[config.mk]
export PLATFORM = sky130hd
export DESIGN_NAME = cmd_dispatcher_flat
export DESIGN_NICKNAME = d
export VERILOG_FILES = /design/src/rtl/cmd_dispatcher_if.sv /design/src/rtl/cmd_dispatcher.sv /design/src/flat_wrapper.sv
export SDC_FILE = /design/constraint.sdc
export NUM_CORES = 1
export LEC_CHECK = 0
export BUFFER_PORTS_ARGS = -buffer_cell sky130_fd_sc_hd__buf_2
export CAP_MARGIN = 10
export CORE_MARGIN = 2
export CORE_UTILIZATION = 32
export CTS_CLUSTER_SIZE = 25
export DETAILED_ROUTE_END_ITERATION = 8
export PLACE_DENSITY = 0.57
export RECOVER_POWER = 50
export SLEW_MARGIN = 20
export SYNTH_ARGS = -nofsm -noshare
export SYNTH_HDL_FRONTEND = slang
export SYNTH_SLANG_ARGS = --single-unit
[constraint.sdc]
create_clock -name i_Clock -period 2.5 [get_ports i_Clock]
set_clock_uncertainty 0.15 [all_clocks]
set_input_delay 0.375 -clock i_Clock [delete_from_list [all_inputs] [get_ports i_Clock]]
set_output_delay 0.375 -clock i_Clock [all_outputs]
set_load 0.05 [all_outputs]
[src/rtl/cmd_dispatcher_if.sv]
// Signal bundle between cmd_dispatcher and its neighbours: the command
// selector upstream, the sensor reader and uart_tx downstream.
// The master modport is the dispatcher's view. The slave modport is the
// view of the surrounding logic or testbench that drives the dispatcher.
interface cmd_dispatcher_if;
    logic [7:0]  i_Address;
    logic [7:0]  i_Request;
    logic        i_Done;
    logic        o_Sensor_Start;
    logic [7:0]  o_Sensor_Addr;
    logic        i_Sensor_Done;
    logic [15:0] i_Sensor_Data;
    logic        i_Sensor_Err;
    logic        o_Tx_DV;
    logic [7:0]  o_Tx_Byte;
    logic        i_Tx_Done;
    logic        o_Busy;
    logic        o_Overrun;

    modport master (
        input  i_Address, i_Request, i_Done,
        output o_Sensor_Start, o_Sensor_Addr,
        input  i_Sensor_Done, i_Sensor_Data, i_Sensor_Err,
        output o_Tx_DV, o_Tx_Byte,
        input  i_Tx_Done,
        output o_Busy, o_Overrun
    );

    modport slave (
        output i_Address, i_Request, i_Done,
        input  o_Sensor_Start, o_Sensor_Addr,
        output i_Sensor_Done, i_Sensor_Data, i_Sensor_Err,
        input  o_Tx_DV, o_Tx_Byte,
        output i_Tx_Done,
        input  o_Busy, o_Overrun
    );
endinterface

[src/rtl/cmd_dispatcher.sv]
// cmd_dispatcher: serves one decoded (address, request) command at a time.
// It runs a bounded-time sensor read and then streams a fixed-length
// response frame to uart_tx, one byte per i_Tx_Done.
// Optional feature: define DISPATCH_ADDR_ECHO_EN to prefix every frame with
// the latched address. The frame is then 3 bytes instead of 2.
// All outputs are registered, so each one is 0 straight out of reset.
module cmd_dispatcher #(
    parameter int NUM_SENSORS    = 32,
    parameter int TIMEOUT_CYCLES = 50_000_000
) (
    input  logic             i_Clock,
    input  logic             i_Rst,
    cmd_dispatcher_if.master bus
);

    typedef enum logic [2:0] {
        IDLE,
        CHECK,
        SENSOR_REQ,
        SENSOR_WAIT,
        TX_LOAD,
        TX_WAIT
    } state_t;

`ifdef DISPATCH_ADDR_ECHO_EN
    localparam logic [1:0] LAST_IDX = 2'd2;
`else
    localparam logic [1:0] LAST_IDX = 2'd1;
`endif
    localparam logic [25:0] TIMEOUT_LAST = 26'(TIMEOUT_CYCLES - 1);
    localparam logic [31:0] ADDR_LIMIT   = 32'(NUM_SENSORS);

    state_t      state_q, state_d;
    logic [7:0]  addr_q, addr_d;
    logic [7:0]  req_q, req_d;
    logic [7:0]  code_q, code_d;
    logic [7:0]  data_q, data_d;
    logic [1:0]  idx_q, idx_d;
    logic [25:0] cnt_q, cnt_d;
    logic [7:0]  tx_byte_q, tx_byte_d;
    logic        tx_dv_q, tx_dv_d;
    logic        start_q, start_d;
    logic        busy_q, busy_d;
    logic        overrun_q, overrun_d;
    logic        accept_cmd;
    logic [7:0]  frame_byte;

    // Register the FSM state, the latched command and response, and every output.
    always_ff @(posedge i_Clock or posedge i_Rst) begin
        if (i_Rst) begin
            state_q   <= IDLE;
            addr_q    <= 8'h00;
            req_q     <= 8'h00;
            code_q    <= 8'h00;
            data_q    <= 8'h00;
            idx_q     <= 2'd0;
            cnt_q     <= 26'd0;
            tx_byte_q <= 8'h00;
            tx_dv_q   <= 1'b0;
            start_q   <= 1'b0;
            busy_q    <= 1'b0;
            overrun_q <= 1'b0;
        end else begin
            state_q   <= state_d;
            addr_q    <= addr_d;
            req_q     <= req_d;
            code_q    <= code_d;
            data_q    <= data_d;
            idx_q     <= idx_d;
            cnt_q     <= cnt_d;
            tx_byte_q <= tx_byte_d;
            tx_dv_q   <= tx_dv_d;
            start_q   <= start_d;
            busy_q    <= busy_d;
            overrun_q <= overrun_d;
        end
    end

    // Next-state logic. It also covers command acceptance (including an
    // i_Done that lands on the final i_Tx_Done) and response building.
    always_comb begin
        state_d    = state_q;
        addr_d     = addr_q;
        req_d      = req_q;
        code_d     = code_q;
        data_d     = data_q;
        idx_d      = idx_q;
        cnt_d      = cnt_q;
        accept_cmd = 1'b0;
        overrun_d  = 1'b0;

        case (state_q)
            IDLE: begin
                if (bus.i_Done) begin
                    accept_cmd = 1'b1;
                end
            end
            CHECK: begin
                idx_d = 2'd0;
                if ({24'd0, addr_q} >= ADDR_LIMIT) begin
                    code_d  = 8'hFE;
                    data_d  = 8'h00;
                    state_d = TX_LOAD;
                end else if ((req_q < 8'h01) || (req_q > 8'h03)) begin
                    code_d  = 8'hFF;
                    data_d  = 8'h00;
                    state_d = TX_LOAD;
                end else begin
                    state_d = SENSOR_REQ;
                end
            end
            SENSOR_REQ: begin
                cnt_d   = 26'd0;
                state_d = SENSOR_WAIT;
            end
            SENSOR_WAIT: begin
                if (bus.i_Sensor_Done) begin
                    state_d = TX_LOAD;
                    if (bus.i_Sensor_Err) begin
                        code_d = 8'h1F;
                        data_d = 8'h00;
                    end else if (req_q == 8'h01) begin
                        code_d = 8'h07;
                        data_d = 8'h00;
                    end else if (req_q == 8'h02) begin
                        code_d = 8'h09;
                        data_d = bus.i_Sensor_Data[7:0];
                    end else begin
                        code_d = 8'h08;
                        data_d = bus.i_Sensor_Data[15:8];
                    end
                end else if (cnt_q == TIMEOUT_LAST) begin
                    code_d  = 8'h1F;
                    data_d  = 8'h00;
                    state_d = TX_LOAD;
                end else if (cnt_q != '1) begin
                    cnt_d = cnt_q + 26'd1;
                end
            end
            TX_LOAD: begin
                state_d = TX_WAIT;
            end
            TX_WAIT: begin
                if (bus.i_Tx_Done) begin
                    if (idx_q == LAST_IDX) begin
                        state_d = IDLE;
                        if (bus.i_Done) begin
                            accept_cmd = 1'b1;
                        end
                    end else begin
                        idx_d   = idx_q + 2'd1;
                        state_d = TX_LOAD;
                    end
                end
            end
            default: begin
                state_d = IDLE;
            end
        endcase

        if (accept_cmd) begin
            addr_d  = bus.i_Address;
            req_d   = bus.i_Request;
            state_d = CHECK;
        end else if (bus.i_Done && (state_q != IDLE)) begin
            overrun_d = 1'b1;
        end
    end

    // Select the frame byte for the next TX_LOAD and derive the registered outputs from the next state.
    always_comb begin
        frame_byte = 8'h00;
`ifdef DISPATCH_ADDR_ECHO_EN
        case (idx_d)
            2'd0:    frame_byte = addr_q;
            2'd1:    frame_byte = code_d;
            default: frame_byte = data_d;
        endcase
`else
        case (idx_d)
            2'd0:    frame_byte = code_d;
            default: frame_byte = data_d;
        endcase
`endif
        tx_byte_d = (state_d == TX_LOAD) ? frame_byte : tx_byte_q;
        tx_dv_d   = (state_d == TX_LOAD);
        start_d   = (state_d == SENSOR_REQ);
        busy_d    = (state_d != IDLE);
    end

    assign bus.o_Sensor_Start = start_q;
    assign bus.o_Sensor_Addr  = addr_q;
    assign bus.o_Tx_DV        = tx_dv_q;
    assign bus.o_Tx_Byte      = tx_byte_q;
    assign bus.o_Busy         = busy_q;
    assign bus.o_Overrun      = overrun_q;

endmodule

[src/flat_wrapper.sv]
// flat-port wrapper written by rule: the top's interface ports become plain ports
module cmd_dispatcher_flat 
#(
    parameter int NUM_SENSORS    = 32,
    parameter int TIMEOUT_CYCLES = 50_000_000
)
  (i_Clock, i_Rst, bus_i_Address, bus_i_Request, bus_i_Done, bus_o_Sensor_Start, bus_o_Sensor_Addr, bus_i_Sensor_Done, bus_i_Sensor_Data, bus_i_Sensor_Err, bus_o_Tx_DV, bus_o_Tx_Byte, bus_i_Tx_Done, bus_o_Busy, bus_o_Overrun);
  cmd_dispatcher_if bus_i ();
  input  logic i_Clock;
  input  logic i_Rst;
  input wire logic [$bits(bus_i.i_Address)-1:0] bus_i_Address;
  input wire logic [$bits(bus_i.i_Request)-1:0] bus_i_Request;
  input wire logic [$bits(bus_i.i_Done)-1:0] bus_i_Done;
  output wire logic [$bits(bus_i.o_Sensor_Start)-1:0] bus_o_Sensor_Start;
  output wire logic [$bits(bus_i.o_Sensor_Addr)-1:0] bus_o_Sensor_Addr;
  input wire logic [$bits(bus_i.i_Sensor_Done)-1:0] bus_i_Sensor_Done;
  input wire logic [$bits(bus_i.i_Sensor_Data)-1:0] bus_i_Sensor_Data;
  input wire logic [$bits(bus_i.i_Sensor_Err)-1:0] bus_i_Sensor_Err;
  output wire logic [$bits(bus_i.o_Tx_DV)-1:0] bus_o_Tx_DV;
  output wire logic [$bits(bus_i.o_Tx_Byte)-1:0] bus_o_Tx_Byte;
  input wire logic [$bits(bus_i.i_Tx_Done)-1:0] bus_i_Tx_Done;
  output wire logic [$bits(bus_i.o_Busy)-1:0] bus_o_Busy;
  output wire logic [$bits(bus_i.o_Overrun)-1:0] bus_o_Overrun;
  assign bus_i.i_Address = bus_i_Address;
  assign bus_i.i_Request = bus_i_Request;
  assign bus_i.i_Done = bus_i_Done;
  assign bus_o_Sensor_Start = bus_i.o_Sensor_Start;
  assign bus_o_Sensor_Addr = bus_i.o_Sensor_Addr;
  assign bus_i.i_Sensor_Done = bus_i_Sensor_Done;
  assign bus_i.i_Sensor_Data = bus_i_Sensor_Data;
  assign bus_i.i_Sensor_Err = bus_i_Sensor_Err;
  assign bus_o_Tx_DV = bus_i.o_Tx_DV;
  assign bus_o_Tx_Byte = bus_i.o_Tx_Byte;
  assign bus_i.i_Tx_Done = bus_i_Tx_Done;
  assign bus_o_Busy = bus_i.o_Busy;
  assign bus_o_Overrun = bus_i.o_Overrun;
  cmd_dispatcher #(.NUM_SENSORS(NUM_SENSORS), .TIMEOUT_CYCLES(TIMEOUT_CYCLES)) u_core (.i_Clock(i_Clock), .i_Rst(i_Rst), .bus(bus_i));
endmodule
==> impl_metrics.py <==
metrics = {
    "cts": {
        "root_buffer": "clkbuf_16",
        "cts_tree": "built",
        "cts_buffers": 9,
        "clockBufferDepth": 2,
        "clk_pin_slew_worst_paths_ps": 60,
        "clock-sinks": 75,
        "cts.htree.levels": 3,
        "clk_latency_ps": 340,
    },
    "setup_path": {
        "reg2reg_depth": 6,
        "regToRegEndpoint": "u_core.cnt_q[8]",
        "critical_path_class": "register to register",
        "worstPathRequired_ps": 2560,
        "max_stage_delay_ps": 590,
        "rrSetupSlack_ps": 80,
        "cp-end-kind": "register",
        "crit_arrival_ps": 2480,
        "cp_max_fo": 8,
        "path_buf_inv": 0,
        "r2r_start": "u_core.cnt_q[7]",
        "critical_path.top_delay_family": "simple AND/OR/NAND/NOR gates",
        "slowest_stage": "or4_4",
        "endpoint": "u_core.cnt_q[8]",
        "path_cells": "nand2_1 > or3_4 > or4_4 > nand3_1 > or4_1 > a21oi_1",
        "worst_setup_path_start_kind": "register",
        "cp_num_cells": 6,
        "cp-startpoint": "u_core.cnt_q[7]",
    },
    "detailed_routing": {
        "vias_per_cell": 5.31,
        "first_iter_violations": 153,
        "wire_per_inst_um": 15.3,
        "drtAntennaViolNets": 0,
        "drc": 0,
        "drt-total-wl_um": 9870,
        "via_count": 3414,
        "firstDrtPassIters": 4,
    },
    "global_routing": {
        "grt_pass1_vias": 3382,
        "grt_use_total_pct": 16.2,
        "grt_pass1_wl_um": 16700,
        "antenna_found_initial": 0,
        "grt_overflow": 0,
        "grt_max_degree": 28,
    },
    "logic_synthesis": {
        "synth-seq-cells": 75,
        "synth_ff_type": "dfrtp_1",
        "synth_mux_area_share_pct": 6.18,
        "synth_fa_ha_area_share_pct": 0.322,
        "synth_nets": 429,
        "synth_area_sq_um": 3880,
        "synthSimpleGateAreaFrac_pct": 24.1,
        "synth_top_family_by_area": "simple AND/OR/NAND/NOR gates",
        "synth_compound_area_share_pct": 16.1,
        "yosysSeqAreaShare_pct": 48.3,
        "synth_edf_count": 0,
        "ys_types": 58,
        "async_flop_share_pct": 100,
        "synth.avg_cell_area_sq_um": 9.96,
        "synth_xor_area_share_pct": 2.25,
        "ys_warn_count": 0,
        "synth_cells": 390,
    },
    "pwr": {
        "power_density_nw_per_um2": 1010,
        "ir_drop_mv": 0.596,
        "p_leak_uw": 0.00216,
        "p_total_uw": 5050,
    },
    "place": {
        "dp_hpwl_um": 7170,
        "gp_congestion": 0.824,
        "dpl_worst_slack_ps": 73.0,
        "io_buffers": 57,
    },
    "timing": {
        "finalWorstSetupSlack_ps": 83.7,
        "max-slew-margin-rel_pct": 48.5,
        "holdWs_ps": 116,
        "tns_ps": 0,
        "tightest_slew_ps": 772,
        "finalHoldViolCount": 0,
        "min_period_over_period_pct": 96.7,
        "finalSetupViolCount": 0,
        "finalMaxSlewViolations": 0,
        "max_freq_ghz": 0.414,
        "finalCriticalPeriod_ps": 2420,
    },
    "floorplanning": {
        "io_pins": 58,
        "initial_core_util_pct": 32.6,
        "rows": 40,
        "fp.dieH_um": 114,
        "die-area_sq_um": 13000,
        "core_sq_um": 11900,
        "die_w_um": 114,
    },
    "layout": {
        "layout_common_cells": "dfrtp_1, buf_4, nand2_1, buf_2, nor2_1",
        "n_antenna_cell": 0,
        "final_common_cell": "dfrtp_1",
        "fill_cells": 1190,
        "finalNetCount": 530,
        "area_growth_pct": 28.7,
        "drive_above_1_share_pct": 28.0,
    },
    "hold_path": {
        "hold_class": "input port to register",
        "hold_path_depth": 2,
    },
    "run": {
        "max_cap_violations": 0,
    },
    "status": {
        "outcome": "finished, final reports clean",
    },
}
==> through the flow <==
stage	area, sq um	util (%)	std cells
finish	5000	42.0	643
global route	5000	42.0	643
CTS	4910	41.3	634
detailed placement	4560	38.3	617
global placement	4560	38.3	617
floorplan	3880	-	390
==> kinds of logic after synthesis <==
group                    Yosys count
AO/OA/AOI/OAI                     92
XOR/XNOR                          10
adder cells (fa/ha/maj)            1
buffers and inverters             25
flip-flops                        75
multiplexers                      22
AND/OR/NAND/NOR                  165
==> registers in the layout, indices dropped and copies added (netlist names) <==
| name | flops |
|---|---|
| u_core.code_q | 8 |
| u_core.bus.o_Overrun | 1 |
| u_core.bus.o_Sensor_Addr | 8 |
| u_core.bus.o_Sensor_Start | 1 |
| u_core.state_q | 3 |
| u_core.idx_q | 2 |
| u_core.cnt_q | 26 |
| u_core.bus.o_Tx_Byte | 8 |
| u_core.req_q | 8 |
| u_core.bus.o_Tx_DV | 1 |
| u_core.data_q | 8 |
| u_core.bus.o_Busy | 1 |
==> worst register-to-register path, delay by kind of cell (launching register included) <==
family / cells / cell delay (ps)
AOI/OAI and AO/OA: 1 / 60
and+or+nand+nor: 5 / 1650
DFF: 1 / 440
==> report_power, final <==
group          total [uW]  switching, uW  leakage, uW  internal [uW]
logic                1900           1230      0.00105            674
clock network        1490            515     0.000167            979
registers            1650            179     0.000944           1470
total                5050           1920      0.00216           3130
==> synth_stat cells (3+ instances only) <==
cell	number	area, sq um
inv_1	12	45.0
nand2b_1	6	37.5
xnor2_1	9	78.8
o31a_1	3	26.3
nand3_1	17	85.1
nor2_1	27	101
a31oi_1	6	37.5
and3_1	3	18.8
a21oi_1	24	120
nor3_1	7	35.0
a21o_1	4	30.0
nor2b_1	4	25.0
nor3b_1	3	22.5
nor4_1	9	56.3
or4_1	7	52.6
mux2_2	16	180
nand3b_1	3	22.5
or2_2	6	37.5
and2_1	3	18.8
mux2i_1	6	60.1
o221a_2	3	33.8
and4_1	3	26.3
a41o_1	3	30.0
o31ai_1	8	60.1
o21ai_0	8	40.0
nand2_1	39	146
clkbuf_1	10	37.5
o21ai_1	9	45.0
nand4_1	8	50.1
dfrtp_1	75	1880
or3_1	9	56.3
o2bb2ai_1	5	43.8
==> metal layers <==
layer  global-route usage [%]  vias to the layer above  part of all wire [%]
met3                     3.55                        8                   3.4
li1                         -                     1667                     -
met2                     26.9                       68                    49
met1                     21.0                     1671                    46
met5                        0                        -                     0
met4                     5.28                        0                   1.2
==> area by class of cell <==
class | instances | area (sq um) | area share, %
clock buffers | 10 | 229 | 4.58
clock inverters | 6 | 113 | 2.25
inverters | 12 | 45.0 | 0.901
multi-input cells | 291 | 1960 | 39.2
flip-flops and latches | 75 | 1880 | 37.6
well taps | 147 | 184 | 3.68
repair buffers | 102 | 592 | 11.8
==> repair_timing <==
action,CTS,global route
hold buffers,1,0
setup endpoints to repair,0,22
hold endpoints to repair,13,0
buffers inserted,0,8
resized for setup,0,10
==> how the worst min path moves through the flow <==
stage | from | endpoint
floorplan | u_core.code_q[5] | u_core.code_q[5]
global placement | i_Rst | u_core.cnt_q[3]
detailed placement | i_Rst | u_core.cnt_q[9]
CTS | bus_i_Address[2] | u_core.bus.o_Sensor_Addr[2]
global route | bus_i_Address[2] | u_core.bus.o_Sensor_Addr[2]
finish | bus_i_Address[7] | u_core.bus.o_Sensor_Addr[7]
No activity file was read; power rests on OpenSTA's default activity.
